==> config.mk <==
export PLATFORM = sky130hd
export DESIGN_NAME = mem_access
export DESIGN_NICKNAME = d
export VERILOG_FILES = /design/src/rtl/mem_access.sv
export SDC_FILE = /design/constraint.sdc
export NUM_CORES = 1
export LEC_CHECK = 0
export ABC_AREA = 1
export BUFFER_PORTS_ARGS = -buffer_cell sky130_fd_sc_hd__buf_2
export CORE_MARGIN = 4
export CORE_UTILIZATION = 40
export DETAILED_ROUTE_END_ITERATION = 12
export PLACE_DENSITY_LB_ADDON = 0.12
export SYNTH_ARGS = -nofsm -noshare
export SYNTH_HDL_FRONTEND = slang
export SYNTH_SLANG_ARGS = --single-unit
==> constraint.sdc <==
create_clock -name clk -period 2.4 [get_ports clk]
set_clock_uncertainty 0.15 [all_clocks]
set_input_delay 0 -clock clk [delete_from_list [all_inputs] [get_ports clk]]
set_output_delay 0 -clock clk [all_outputs]
set_load 0.1 [all_outputs]
==> src/rtl/mem_access.sv <==
// rtl/mem_access.sv - MEM-stage data-memory access unit with req/ack bus, stall and write-back
module mem_access #(
    parameter int TIMEOUT = 16
) (
    input  logic        clk,
    input  logic        rst,
    input  logic [4:0]  mem_wd,
    input  logic        mem_wreg,
    input  logic [31:0] mem_wdata,
    input  logic [2:0]  mem_op,
    input  logic [31:0] mem_reg2,
    output logic        bus_req,
    output logic        bus_we,
    output logic [31:0] bus_addr,
    output logic [3:0]  bus_sel,
    output logic [31:0] bus_wdata,
    input  logic        bus_ack,
    input  logic [31:0] bus_rdata,
    output logic [4:0]  wb_wd,
    output logic        wb_wreg,
    output logic [31:0] wb_wdata,
    output logic        stallreq,
    output logic        exc_misalign,
    output logic        exc_buserr
);
    localparam logic [2:0] OP_LW  = 3'd1;
    localparam logic [2:0] OP_LB  = 3'd2;
    localparam logic [2:0] OP_LBU = 3'd3;
    localparam logic [2:0] OP_SW  = 3'd4;
    localparam logic [2:0] OP_SB  = 3'd5;
    localparam logic [7:0] CNT_LAST = 8'(TIMEOUT - 1);

    typedef enum logic [1:0] {IDLE, REQ, DONE} state_t;

    state_t      state, state_nxt;
    logic [7:0]  cnt;
    logic [31:0] load_data;
    logic [2:0]  op_q;
    logic [1:0]  lane_q;
    logic        abort;

    logic        is_mem, is_load, is_word, misaligned, timeout_hit;
    logic [3:0]  sel_c;
    logic [31:0] wdata_c;
    logic [7:0]  ld_byte;
    logic [31:0] load_val;

    always_comb begin
        is_mem      = (mem_op >= OP_LW) && (mem_op <= OP_SB);
        is_load     = (mem_op >= OP_LW) && (mem_op <= OP_LBU);
        is_word     = (mem_op == OP_LW) || (mem_op == OP_SW);
        misaligned  = is_word && (mem_wdata[1:0] != 2'b00);
        sel_c       = is_word ? 4'b1111 : (4'b1000 >> mem_wdata[1:0]);
        wdata_c     = (mem_op == OP_SB) ? {4{mem_reg2[7:0]}} : mem_reg2;
        timeout_hit = (cnt == CNT_LAST);
    end

    // Big-endian lane pick from the latched byte offset
    always_comb begin
        case (lane_q)
            2'd0:    ld_byte = bus_rdata[31:24];
            2'd1:    ld_byte = bus_rdata[23:16];
            2'd2:    ld_byte = bus_rdata[15:8];
            default: ld_byte = bus_rdata[7:0];
        endcase
        case (op_q)
            OP_LW:   load_val = bus_rdata;
            OP_LB:   load_val = {{24{ld_byte[7]}}, ld_byte};
            default: load_val = {24'b0, ld_byte};
        endcase
    end

    always_comb begin
        state_nxt = state;
        case (state)
            IDLE: if (is_mem && !misaligned) state_nxt = REQ;
            REQ:  if (bus_ack || timeout_hit) state_nxt = DONE;
            default: state_nxt = IDLE;
        endcase
    end

    always_ff @(posedge clk or negedge rst) begin
        if (!rst) begin
            state        <= IDLE;
            bus_req      <= 1'b0;
            bus_we       <= 1'b0;
            bus_addr     <= 32'b0;
            bus_sel      <= 4'b0;
            bus_wdata    <= 32'b0;
            exc_misalign <= 1'b0;
            exc_buserr   <= 1'b0;
            cnt          <= 8'b0;
            load_data    <= 32'b0;
            op_q         <= 3'b0;
            lane_q       <= 2'b0;
            abort        <= 1'b0;
        end else begin
            state        <= state_nxt;
            exc_misalign <= 1'b0;
            exc_buserr   <= 1'b0;
            case (state)
                IDLE: begin
                    cnt <= 8'b0;
                    if (is_mem && misaligned) begin
                        exc_misalign <= 1'b1;
                    end else if (is_mem) begin
                        bus_req   <= 1'b1;
                        bus_we    <= !is_load;
                        bus_addr  <= {mem_wdata[31:2], 2'b00};
                        bus_sel   <= sel_c;
                        bus_wdata <= wdata_c;
                        op_q      <= mem_op;
                        lane_q    <= mem_wdata[1:0];
                        abort     <= 1'b0;
                    end
                end
                REQ: begin
                    // An ack in the timeout cycle takes priority over the abort
                    if (bus_ack) begin
                        bus_req   <= 1'b0;
                        load_data <= load_val;
                    end else if (timeout_hit) begin
                        bus_req    <= 1'b0;
                        exc_buserr <= 1'b1;
                        abort      <= 1'b1;
                    end else begin
                        cnt <= cnt + 8'd1;
                    end
                end
                default: ;
            endcase
        end
    end

    always_comb begin
        stallreq = ((state == IDLE) && is_mem && !misaligned) || (state == REQ);
        wb_wd    = mem_wd;
        wb_wreg  = mem_wreg;
        wb_wdata = mem_wdata;
        case (state)
            IDLE: if (is_mem) wb_wreg = 1'b0;
            REQ:  wb_wreg = 1'b0;
            default: begin
                if ((op_q >= OP_LW) && (op_q <= OP_LBU)) begin
                    wb_wreg  = mem_wreg && !abort;
                    wb_wdata = load_data;
                end else begin
                    wb_wreg = 1'b0;
                end
            end
        endcase
    end
endmodule

==> results of run 1 <==
==> state kept, by name, indices dropped and copies added, names as in the netlist <==
signal	count
exc_buserr	1
op_q	3
abort	1
lane_q	2
cnt	8
bus_we	1
bus_wdata	32
load_data	32
bus_req	1
bus_sel	4
exc_misalign	1
bus_addr	30
state	2
==> worst register-to-register path, stage by stage, from the launching register on <==
cell and delay (ps):
dfrtp_1 450, nor2_4 270, nand2_2 190, inv_6 230, o21ai_0 140, o21ai_1 150
dlygate4sd3_1 570
==> synth_stat cells, drive strengths merged <==
library cell	instances
nand2	285
o21ai	122
dfrtp	118
inv	77
nor2	70
buf	33
nand3	32
a21oi	29
clkbuf	14
or2	3
nand4	2
nor3	2
o21bai	2
a21boi	1
conb	1
ha	1
nand3b	1
o21a	1
o31ai	1
==> worst max path at each step <==
stage / start / end / slack [ps] / depth (start not counted)
2_1_floorplan: state[1] / wb_wdata[10] / -680 / 5
3_3_place_gp: state[1] / wb_wdata[6] / 390 / 7
3_5_place_dp: state[1] / wb_wdata[6] / 320 / 7
4_1_cts: state[1] / load_data[6] / 30 / 6
5_1_grt: state[1] / wb_wdata[7] / 6 / 7
6_report: state[1] / wb_wdata[0] / 90 / 6
==> routing by layer <==
| metal | up-vias | part of all wire, % | routed length [µm] | GRT usage, % |
|---|---|---|---|---|
| li1 | 3104 | - | - | - |
| met1 | 2823 | 43 | 8220 | 29.8 |
| met5 | - | 0 | 0 | 0 |
| met2 | 214 | 48 | 9150 | 37.1 |
| met4 | 0 | 1.8 | 342 | 7.40 |
| met3 | 28 | 7.3 | 1390 | 6.64 |
==> per-stage QoR <==
step                instances  utilization [%]  cell area (µm²)
floorplan                 796                -             5990
global placement         1152             51.3             7430
global route             1300             63.9             9250
CTS                      1299             63.8             9230
detailed placement       1152             51.3             7430
finish                   1300             63.9             9250
==> logic make-up after synthesis <==
group / synth area share, %
and+or+nand+nor: 26.9
other: 0.0635
adders and majority gates: 0.212
DFF: 50.0
AOI/OAI and AO/OA: 13.4
buffers and inverters: 9.40
==> final cells by class <==
cell class,instances,area share [%]
multi-input combinational,555,27.1
clock inverter,9,1.33
clock buffer,22,5.34
inverter,77,3.18
sequential,118,31.9
tap,184,2.49
timing repair buffer,335,28.6
==> repair_timing <==
item,in CTS,in global routing
hold buffers,116,0
resized for setup,2,5
endpoints found under the hold margin,235,0
gates cloned,0,1
endpoints found under the setup margin,16,22
==> impl_metrics.json, run 1 <==
{
  "status": "complete, no violations",
  "die_h_um": 130,
  "place_ws_ps": 319,
  "ff2ff_setup_slack_ps": 180,
  "synth-seq-cells": 118,
  "r2r-end": "load_data[6]",
  "critPathLaunchType": "flop",
  "max_freq_ghz": 0.433,
  "slew_headroom_pct": 34.7,
  "antenna_found_initial": 0,
  "root_buffer": "clkbuf_16",
  "cpPeakStageDelay_ps": 470,
  "grt_overflow": 0,
  "synthesis.area_mm2": 0.00591,
  "firstDrtPassIters": 5,
  "r2r-start": "state[1]",
  "yosys.area.top_type": "dfrtp_1",
  "setup_violations": 0,
  "drv_slew": 0,
  "cts.path.max_buffers": 2,
  "first_global_vias": 6112,
  "num_rows": 44,
  "ios": 219,
  "num_vias": 6169,
  "hp-class": "in -> async",
  "synth_area_per_cell_um2": 7.43,
  "syn_to_final_growth_pct": 56.6,
  "drive_above_1_share_pct": 26.5,
  "cts_tree": "yes",
  "num_antenna_cells": 0,
  "htreeDepth": 4,
  "layout_setup_ws_ps": 89.5,
  "rsz0062_at_grt": "no",
  "ys_warn_count": 0,
  "via_per_inst": 4.75,
  "timing.hold.ws_ps": 33.1,
  "grt_max_degree": 69,
  "critical_path_buf_inv_count": 2,
  "reg2regPathDepth": 6,
  "cts_sinks": 118,
  "synth_top_area_share_pct": 50.0,
  "synth.area.top_cells": "dfrtp_1 50%, nand2_1 18%, o21ai_0 6.4%, inv_1 4.6%, nor2_1 4.1%",
  "final_common_cell": "nand2_1",
  "worstSkewPairLatency_ps": 410,
  "crit_fanout": 10,
  "numCtsBuffers": 17,
  "synthCells": 795,
  "gp_congestion": 0.850,
  "hold_violations": 0,
  "setup_tns_ps": 0,
  "fin_crit_sh_pct": 96.3,
  "tightest_slew_ps": 976,
  "clkTransAtPathRegs_ps": 50,
  "cp_cell_sequence": "inv_2 -> nor2_2 -> o21a_2 -> nand2_1 -> o21ai_1 -> buf_2",
  "die_w_um": 130,
  "post-cts-setup-buffer-count": 0,
  "multi_input_area_mm2": 0.00251,
  "worstPathArrival_ps": 2160,
  "layout_common_cells": "280 x nand2_1, 184 x buf_2, 118 x dfrtp_1, 115 x dlygate4sd3_1, 73 x inv_1",
  "end_kind": "primary output",
  "synth_cell_types": 29,
  "port_buffers": 206,
  "worst-setup-path-type": "reg -> out",
  "nFillCells": 1271,
  "min_period_ps": 2310,
  "crit_required_ps": 2250,
  "start_util_pct": 40.8,
  "wl_per_cell_um": 14.7,
  "cp_top_family": "buffers and inverters",
  "core_area_mm2": 0.0145,
  "drc": 0,
  "grt_first_pass_wirelength_um": 30400,
  "drtAntennaViolNets": 0,
  "drt-total-wl_um": 19100,
  "final_nets": 1213,
  "drtIter0Drc": 478,
  "grt.total_usage_pct": 22.9,
  "regArea_mm2": 0.00295,
  "cap_viol_max_count": 0,
  "die_area_mm2": 0.0168,
  "dp_hpwl_um": 12300,
  "slowest_stage": "dfrtp_1",
  "seq_area_frac_synth_pct": 50.0
}
Power of run 1 is left out: the tool's default activity adds up to more than one toggle a clock period on the data nets, which glitch-free logic cannot reach.
==> run 2: changes to the inputs <==
--- a/config.mk
+++ b/config.mk
@@ -7,7 +7,7 @@
 export LEC_CHECK = 0
 export ABC_AREA = 1
 export BUFFER_PORTS_ARGS = -buffer_cell sky130_fd_sc_hd__buf_2
-export CORE_MARGIN = 4
+export CORE_MARGIN = 1.5
 export CORE_UTILIZATION = 40
 export DETAILED_ROUTE_END_ITERATION = 12
 export PLACE_DENSITY_LB_ADDON = 0.12
==> impl_metrics.json, run 2 (synthesis gave the netlist of run 1 again) <==
{
  "grt_first_pass_wirelength_um": 31000,
  "die_w_um": 125,
  "worstPathArrival_ps": 2110,
  "setup_violations": 0,
  "r2r-start": "state[1]",
  "htreeDepth": 4,
  "reg2regPathDepth": 6,
  "start_util_pct": 40.8,
  "die_h_um": 125,
  "worst-setup-path-type": "reg -> out",
  "num_antenna_cells": 0,
  "antenna_found_initial": 0,
  "clkTransAtPathRegs_ps": 50,
  "end_kind": "primary output",
  "cap_viol_max_count": 0,
  "root_buffer": "clkbuf_16",
  "cts_tree": "yes",
  "via_per_inst": 4.77,
  "status": "complete, no violations",
  "die_area_mm2": 0.0155,
  "hp-class": "in -> async",
  "slew_headroom_pct": 34.9,
  "layout_common_cells": "280 x nand2_1, 183 x buf_2, 118 x dfrtp_1, 111 x dlygate4sd3_1, 73 x inv_1",
  "stdcell_area_mm2": 0.00917,
  "wl_per_cell_um": 14.4,
  "crit_fanout": 10,
  "hold_violations": 0,
  "reg_top3": "bus_wdata x32, load_data x32, bus_addr x30",
  "worstSkewPairLatency_ps": 420,
  "final_nets": 1211,
  "drc": 0,
  "syn_to_final_growth_pct": 55.3,
  "grt_max_degree": 56,
  "ff2ff_setup_slack_ps": 140,
  "crit_required_ps": 2250,
  "drv_slew": 0,
  "first_global_vias": 6249,
  "num_vias": 6185,
  "port_buffers": 206,
  "drtIter0Drc": 322,
  "min_period_ps": 2260,
  "numCtsBuffers": 17,
  "drive_above_1_share_pct": 26.4,
  "gp_congestion": 0.818,
  "placed_cell_area_mm2": 0.00746,
  "cts.path.max_buffers": 2,
  "firstDrtPassIters": 5,
  "r2r-end": "load_data[2]",
  "grt.total_usage_pct": 24.7,
  "drt-total-wl_um": 18600,
  "fin_crit_sh_pct": 94.3,
  "final_common_cell": "nand2_1",
  "dp_hpwl_um": 11900,
  "critPathLaunchType": "flop",
  "rsz0062_at_grt": "no",
  "cts_sinks": 118,
  "num_rows": 44,
  "core_area_mm2": 0.0145,
  "ios": 219,
  "tightest_slew_ps": 973,
  "drtAntennaViolNets": 0,
  "grt_overflow": 0,
  "max_freq_ghz": 0.442
}
==> run 2: cell types whose count changed in the layout (fill, tap and decap cells not counted), moves of 2 or more <==
cell           previous run  this run
buf_12                   24        26
bufinv_16                 3         0
clkbuf_1                  0         2
dlygate4sd3_1           115       111
==> run 2: timing repair <==
action                                  CTS  global route
resized for setup                         2             6
endpoints found under the setup margin   16            16
hold endpoints to repair                234             0
hold buffers                            112             0
setup buffers                             0             1
cloned                                    0             1
==> run 2: area by class of cell <==
type,instances,area (µm²)
clock buffer,25,515
tap,184,230
clock inverter,4,20.0
timing repair buffer,333,2650
fill,1281,5310
sequential,118,2950
multi-input combinational,555,2510
inverter,77,294
==> run 2: how the worst max path moves through the flow <==
stage	start	endpoint
floorplan	state[1]	wb_wdata[10]
global placement	state[1]	wb_wdata[1]
detailed placement	state[1]	wb_wdata[5]
CTS	state[1]	load_data[2]
global route	state[1]	stallreq
finish	state[1]	wb_wdata[30]
==> run 2: worst max-delay path: stages, from the launching register on <==
cell and delay (ps):
dfrtp_1 460, inv_2 90, nor2_2 200, o21a_2 340
nand2_1 110, o21ai_2 60, buf_2 430
==> run 2: per-stage QoR <==
stage,setup TNS [ps],setup WS (ps),hold slack (ps),util [%],std cells
3_3_place_gp,0,381,-149,51.5,1153
2_1_floorplan,-7160,-676,-446,-,796
5_1_grt,0,0.764,20.1,63.4,1296
3_5_place_dp,0,309,-149,51.5,1153
4_1_cts,0,30.2,8.84,63.1,1294
6_report,0,138,18.6,63.4,1296
==> run 2: metal layers <==
layer,track usage (%),vias to the layer above,share of wire (%)
met5,0,-,0
met4,6.15,0,1.6
met3,7.22,23,6.1
met2,41.4,213,48
met1,31.5,2850,44
li1,-,3099,-
Power of run 2 is left out for the same reason.
==> run 3: changes to the inputs <==
--- a/config.mk
+++ b/config.mk
@@ -8,7 +8,7 @@
 export ABC_AREA = 1
 export BUFFER_PORTS_ARGS = -buffer_cell sky130_fd_sc_hd__buf_2
 export CORE_MARGIN = 1.5
-export CORE_UTILIZATION = 40
+export CORE_UTILIZATION = 50
 export DETAILED_ROUTE_END_ITERATION = 12
 export PLACE_DENSITY_LB_ADDON = 0.12
 export SYNTH_ARGS = -nofsm -noshare
==> constraint.sdc (replaced) <==
create_clock -name clk -period 2.3 [get_ports clk]
set_clock_uncertainty 0.15 [all_clocks]
set_input_delay 0 -clock clk [delete_from_list [all_inputs] [get_ports clk]]
set_output_delay 0 -clock clk [all_outputs]
set_load 0.1 [all_outputs]
==> impl_metrics.json, run 3 (synthesis gave the netlist of run 1 again) <==
{
  "end_kind": "primary output",
  "hold_violations": 0,
  "gp_congestion": 0.862,
  "timing.hold.ws_ps": 237,
  "grt.total_usage_pct": 29.8,
  "ff2ff_setup_slack_ps": 370,
  "die_h_um": 112,
  "drtIter0Drc": 361,
  "antenna_found_initial": 0,
  "htreeDepth": 4,
  "reg_top3": "bus_wdata x32, load_data x32, bus_addr x30",
  "cap_viol_max_count": 0,
  "min_period_ps": 2150,
  "fin_util_pct": 78.6,
  "cts.path.max_buffers": 2,
  "port_buffers": 206,
  "die_area_mm2": 0.0125,
  "max_freq_ghz": 0.466,
  "fin_crit_sh_pct": 93.3,
  "start_util_pct": 51.5,
  "drive_above_1_share_pct": 25.3,
  "layout_common_cells": "280 x nand2_1, 183 x buf_2, 117 x dfrtp_1, 108 x dlygate4sd3_1, 73 x inv_1",
  "slew_headroom_pct": 34.4,
  "num_rows": 39,
  "tightest_slew_ps": 981,
  "worstPathArrival_ps": 2000,
  "drc": 0,
  "status": "complete, no violations",
  "setup_violations": 0,
  "grt_overflow": 0,
  "hp-class": "in -> reg",
  "worstSkewPairLatency_ps": 420,
  "drt-total-wl_um": 18300,
  "drv_slew": 0,
  "via_per_inst": 5.14,
  "rsz0062_at_grt": "no",
  "cts_sinks": 118,
  "numCtsBuffers": 17,
  "root_buffer": "clkbuf_16",
  "num_antenna_cells": 0,
  "crit_fanout": 7,
  "worst-setup-path-type": "reg -> out",
  "grt_first_pass_wirelength_um": 29700,
  "grt_max_degree": 56,
  "cts_tree": "yes",
  "final_common_cell": "nand2_1",
  "first_global_vias": 6199,
  "firstDrtPassIters": 5,
  "final_nets": 1205,
  "syn_to_final_growth_pct": 52.6,
  "wl_per_cell_um": 14.7,
  "drtAntennaViolNets": 0,
  "crit_required_ps": 2150,
  "dp_hpwl_um": 11100,
  "core_area_mm2": 0.0115,
  "clkTransAtPathRegs_ps": 50,
  "critPathLaunchType": "flop",
  "num_vias": 6414,
  "die_w_um": 112,
  "ios": 219
}
[run 3: layout make-up]
class / count / area, µm²
Clock buffer: 24 / 492
Clock inverter: 5 / 25.0
Fill cell: 786 / 2460
Inverter: 77 / 289
Multi-Input combinational cell: 555 / 2470
Sequential cell: 118 / 2950
Tap cell: 143 / 179
Timing Repair Buffer: 327 / 2610
[run 3: final timing paths]
kind / startpoint / end / cells past startpoint
setup / recovery: state[1] / wb_wdata[28] / 7
hold reg to reg: bus_wdata[5] / bus_wdata[5] / 2
hold / removal: mem_reg2[2] / bus_wdata[2] / 4
max in group asynchronous: rst / load_data[9] / 4
min in group asynchronous: rst / bus_sel[0] / 4
setup reg to reg: lane_q[1] / load_data[30] / 7
[run 3: per-stage QoR]
stage | worst slack (ps) | std cells | TNS (ps) | cell area [µm²]
after floorplan | -179 | 796 | -3930 | 5950
after global placement | 403 | 1109 | 0 | 7350
after detailed placement | 358 | 1109 | 0 | 7350
after CTS | 30.5 | 1247 | 0 | 8980
after global routing | 48.4 | 1249 | 0 | 9010
final | 154 | 1249 | 0 | 9010
[run 3: worst max-delay path, stage by stage, from the launching register on]
cell and delay, ps:
dfrtp_2 430, inv_2 70, nor2_2 150, o21a_4 220, buf_12 130, nand2_1 50
o21ai_1 80, buf_2 440
[run 3: repair_timing]
| item | CTS | global route |
|---|---|---|
| setup endpoints to repair | 27 | 23 |
| hold buffers | 109 | 0 |
| setup buffers | 0 | 1 |
| gates cloned | 0 | 1 |
| hold endpoints to repair | 234 | 0 |
| resized for setup | 1 | 2 |
[run 3: per-layer routing]
metal / part of all wire, % / vias to the layer above / wire [µm] / track usage, %
met3: 7.4 / 37 / 1350 / 7.95
met4: 2.1 / 0 / 383 / 10.1
li1: - / 3101 / - / -
met1: 40 / 2986 / 7360 / 36.0
met5: 0 / - / 0 / 0
met2: 50 / 290 / 9210 / 51.6
Power of run 3 is left out for the same reason.
